### src/rtl/prm_edge_chk_sched.sv
// Sweeps the PRM edge-checker array one bank at a time for a latched occupancy code,
// streaming each bank's blocked-edge word downstream and totalling blocked edges.
module prm_edge_chk_sched #(
  parameter int BANK_W     = 32,
  parameter int NUM_BANKS  = 32,
  parameter int BANK_IDX_W = 5,
  parameter int CNT_W      = 11
) (
  input  logic                  clk,
  input  logic                  rst_n,
  input  logic                  q_valid,
  output logic                  q_ready,
  input  logic [14:0]           q_code,
  input  logic                  q_abort,
  output logic [14:0]           chk_code,
  output logic [BANK_IDX_W-1:0] chk_bank,
  input  logic [BANK_W-1:0]     chk_mask,
  output logic                  r_valid,
  input  logic                  r_ready,
  output logic [BANK_W-1:0]     r_data,
  output logic [BANK_IDX_W-1:0] r_bank,
  output logic                  r_last,
  output logic                  busy,
  output logic                  done,
  output logic [CNT_W-1:0]      blk_cnt
);

  typedef enum logic [2:0] {
    S_IDLE    = 3'd0,
    S_ISSUE   = 3'd1,
    S_CAPTURE = 3'd2,
    S_OUT     = 3'd3,
    S_DONE    = 3'd4
  } state_t;

  localparam logic [BANK_IDX_W-1:0] LAST_BANK = BANK_IDX_W'(NUM_BANKS - 1);

  state_t r_state;

  function automatic logic [CNT_W-1:0] popcount(input logic [BANK_W-1:0] v);
    logic [CNT_W-1:0] c;
    c = '0;
    for (int i = 0; i < BANK_W; i++) begin
      c = c + CNT_W'(v[i]);
    end
    return c;
  endfunction

  // Query sequencer: state, checker drive, result word and blocked count
  always_ff @(posedge clk or negedge rst_n) begin
    if (!rst_n) begin
      r_state  <= S_IDLE;
      q_ready  <= 1'b1;
      chk_code <= 15'd0;
      chk_bank <= '0;
      r_valid  <= 1'b0;
      r_data   <= '0;
      r_bank   <= '0;
      r_last   <= 1'b0;
      busy     <= 1'b0;
      done     <= 1'b0;
      blk_cnt  <= '0;
    end else begin
      done <= 1'b0;
      // Abort beats every other transition; the partial count is kept
      if ((r_state != S_IDLE) && q_abort) begin
        r_state <= S_IDLE;
        r_valid <= 1'b0;
        busy    <= 1'b0;
        q_ready <= 1'b1;
      end else begin
        case (r_state)
          S_IDLE: begin
            if (q_valid && q_ready) begin
              chk_code <= q_code;
              chk_bank <= '0;
              blk_cnt  <= '0;
              q_ready  <= 1'b0;
              busy     <= 1'b1;
              r_state  <= S_ISSUE;
            end else begin
              r_state <= S_IDLE;
            end
          end
          S_ISSUE: begin
            r_state <= S_CAPTURE;
          end
          S_CAPTURE: begin
            r_data  <= chk_mask;
            r_bank  <= chk_bank;
            r_last  <= (chk_bank == LAST_BANK);
            r_valid <= 1'b1;
            blk_cnt <= blk_cnt + popcount(chk_mask);
            r_state <= S_OUT;
          end
          S_OUT: begin
            if (r_ready) begin
              r_valid <= 1'b0;
              if (r_last) begin
                done    <= 1'b1;
                r_state <= S_DONE;
              end else begin
                chk_bank <= chk_bank + BANK_IDX_W'(1);
                r_state  <= S_ISSUE;
              end
            end else begin
              r_state <= S_OUT;
            end
          end
          S_DONE: begin
            busy    <= 1'b0;
            q_ready <= 1'b1;
            r_state <= S_IDLE;
          end
          default: begin
            r_valid <= 1'b0;
            busy    <= 1'b0;
            q_ready <= 1'b1;
            r_state <= S_IDLE;
          end
        endcase
      end
    end
  end

endmodule

### config.mk
export PLATFORM = sky130hd
export DESIGN_NAME = prm_edge_chk_sched
export DESIGN_NICKNAME = d
export VERILOG_FILES = /design/src/rtl/prm_edge_chk_sched.sv
export SDC_FILE = /design/constraint.sdc
export NUM_CORES = 1
export LEC_CHECK = 0
export CAP_MARGIN = 20
export CORE_MARGIN = 2
export CORE_UTILIZATION = 47
export DETAILED_ROUTE_END_ITERATION = 7
export PLACE_DENSITY = 0.81
export SYNTH_ARGS = -nofsm -noshare
export SYNTH_HDL_FRONTEND = slang
export SYNTH_SLANG_ARGS = --single-unit
### constraint.sdc
create_clock -name clk -period 5.3 [get_ports clk]
set_input_delay 0.795 -clock clk [delete_from_list [all_inputs] [get_ports clk]]
set_output_delay 0.795 -clock clk [all_outputs]
set_load 0.005 [all_outputs]
==> impl_metrics.tcl <==
set metrics [dict create \
    synth_warnings 0 \
    fillCellCount 655 \
    antenna_cells 0 \
    end_kind "register" \
    p_per_area_mw_per_mm2 343 \
    hpwl_um 7050 \
    final_common_cell "nand2_1" \
    die_w_um 96.5 \
    cts_tree "yes" \
    synth_top_area_share 0.467 \
    grt_pass1_vias 3268 \
    r2r_cells 13 \
    row_count 33 \
    synth_seq_cells 76 \
    cp.arrival_ns 5.54 \
    critPathLaunch "chk_mask[9]" \
    ys_types 32 \
    nNetsFinal 649 \
    synth_nets 518 \
    routed_wl_um 9670 \
    place.gp.congestion 0.863 \
    synth_top_cell_by_area "dfrtp_1" \
    worstSetupEndpoint "blk_cnt[10]$_DFFE_PN0P_" \
    drtIter0Drc 72 \
    cts_buffer_depth 2 \
    instances_no_fill 664 \
    clkTransAtPathRegs_ns 0.08 \
    chipHeight_um 96.5 \
    detail_route.vias_per_cell 4.98 \
    drc 0 \
    cts_max_level 3 \
    drv_cap 0 \
    grt_use_total 0.219 \
    vias 3304 \
    whs_ns 0.480 \
    fp.dieArea_mm2 0.00931 \
    overflow 0 \
    fin_crit_ns 5.25 \
    path_class "in2reg" \
    drt_first_pass_iters 4 \
    dp_slack_ns -0.762 \
    numClockSinks 76 \
    synth_area_leaders "dfrtp_1 47%, fa_1 13%, nand2_1 13%" \
    ant_nets 0 \
    finalSetupTns_ns 0 \
    syn_area_mm2 0.00402 \
    dp.cells 642 \
    rsz0062_at_grt "true" \
    synth_async_sr_flop_share 1.00 \
    fin_ws_ns 0.0530 \
    status "complete, no violations" \
    grt_max_degree 77 \
    syn_to_final_growth_pct 39.3 \
    setup-violations-final 0 \
    p_leak_uw 0.00281 \
    start_kind "input port" \
    fin_skew_ns 0.00847 \
    worstPathMaxFanout 3 \
    ir_drop_mv 0.216 \
    boundaryPins 125 \
    start_util 0.487 \
    wl_per_cell_um 14.6 \
    cts_buffers 9 \
    max_clock_freq_mhz 191 \
    finalHoldViolCount 0 \
    r2r-start "blk_cnt[0]$_DFFE_PN0P_" \
    slew_headroom 0.350 \
    drive_gt1_frac 0.109 \
    tightest_slew_ns 0.975 \
    cts-root-buf "clkbuf_8" \
    hold_path_class "reg2reg" \
    seqCellArea_mm2 0.00190 \
    final_cell_mix "138 x nand2_1, 108 x clkdlybuf4s50_1, 75 x dfrtp_1" \
    avgSynthCellArea_um2 9.50 \
    fp.coreArea_mm2 0.00826 \
    syn_inst 423 \
    fin_area_mm2 0.00560 \
    port_buffers 124 \
    r2r_end "blk_cnt[10]$_DFFE_PN0P_" \
    multiInputGateArea_mm2 0.00193 \
    insertion_delay_ns 0.35 \
    ys.flop_type "dfrtp_1" \
    maxSlewViolCount 0 \
    synth_edf_count 0 \
    grt_pass1_wl_um 15300 \
    yosysSeqAreaShare 0.474 \
    antenna_found_initial 0 \
    crit_required_ns 5.59 \
    finalCritPeriodShare 0.990 \
    place_area_mm2 0.00540 \
    rrSetupSlack_ns 0.71 \
]
## routing by layer
layer / wire length (um) / share of wire / GRT usage
met1: 4070 / 0.42 / 0.273
met2: 4790 / 0.50 / 0.373
met3: 684 / 0.071 / 0.0535
met4: 129 / 0.013 / 0.0751
met5: 0 / 0 / 0
## flip-flops by register name (all words and copies together) (netlist names), 3 cells and up
register,flops
chk_bank,5
chk_code,15
r_bank,5
r_state,3
blk_cnt,11
r_data,32
## power by group
part	switching (uW)	total, uW	internal (uW)	leakage [uW]
sequential	2.30	583	581	0.00105
combinational	469	926	457	0.00167
clock	226	410	184	0.0000820
total	697	1920	1220	0.00281
## area by class of cell
type                       count  share of cell area
multi-input combinational    288               0.345
sequential                    76               0.340
timing repair buffer         137               0.232
inverter                      42              0.0282
clock buffer                  11              0.0253
tap                          105              0.0235
clock inverter                 5             0.00648
## cells by family (layout without fill, tap and decap cells)
logic type      count (synthesis)  after routing  share of synthesized area
buf+inv                        59            195                     0.0560
fa+ha+maj                      43             43                      0.182
mux                             1              1                    0.00249
compound gates                 58             58                     0.0809
simple gates                  180            180                      0.191
xor+xnor                        6              6                     0.0131
flops                          76             76                      0.474
## critical path, cell delays in order
cell,delay [ns]
buf_2,0.08
inv_2,0.04
fa_2,0.60
fa_1,0.45
fa_1,0.54
fa_1,0.44
fa_1,0.54
fa_1,0.43
fa_2,0.37
fa_2,0.35
nand2b_4,0.16
a21oi_4,0.15
nor3_4,0.05
or4_1,0.46
nand2_1,0.07
## Yosys cell counts, drive strengths merged, types with 2 or more instances
cell type    n
or3          3
a21oi       11
nand2b       6
buf          3
o21ai       34
o211ai       6
nand3b       2
nor3         2
fa          26
nand3        8
dfrtp       75
a21o         3
nand2      138
inv         42
clkbuf      14
and3         4
nor2        11
ha          17
xor2         6
## stage by stage
step           utilization  power [uW]
4_1_cts              0.673        1890
3_3_place_gp         0.652        1430
3_5_place_dp         0.654        1460
2_1_floorplan            -        1180
6_report             0.678        1920
5_1_grt              0.678        2070
## repair_timing
item / CTS / global route
setup endpoints to repair: 5 / 3
pin swaps: 21 / 12
gates resized for setup: 69 / 6
buffers inserted: 3 / 2
hold buffers: 0 / 0
## how the worst min path moves through the flow
| stage | from | to | slack [ns] | cells past startpoint |
|---|---|---|---|---|
| finish | chk_code[11]$_DFFE_PN0P_ | chk_code[11]$_DFFE_PN0P_ | 0.48 | 2 |
| global route | r_bank[4]$_DFFE_PN0P_ | r_bank[4]$_DFFE_PN0P_ | 0.50 | 2 |
| CTS | r_bank[4]$_DFFE_PN0P_ | r_bank[4]$_DFFE_PN0P_ | 0.48 | 2 |
| detailed placement | r_bank[4]$_DFFE_PN0P_ | r_bank[4]$_DFFE_PN0P_ | 0.46 | 2 |
| global placement | chk_code[4]$_DFFE_PN0P_ | chk_code[4]$_DFFE_PN0P_ | 0.46 | 2 |
| floorplan | r_valid$_DFFE_PN0P_ | r_valid$_DFFE_PN0P_ | 0.47 | 2 |
Note: power is estimated with default switching activity, not from simulation.
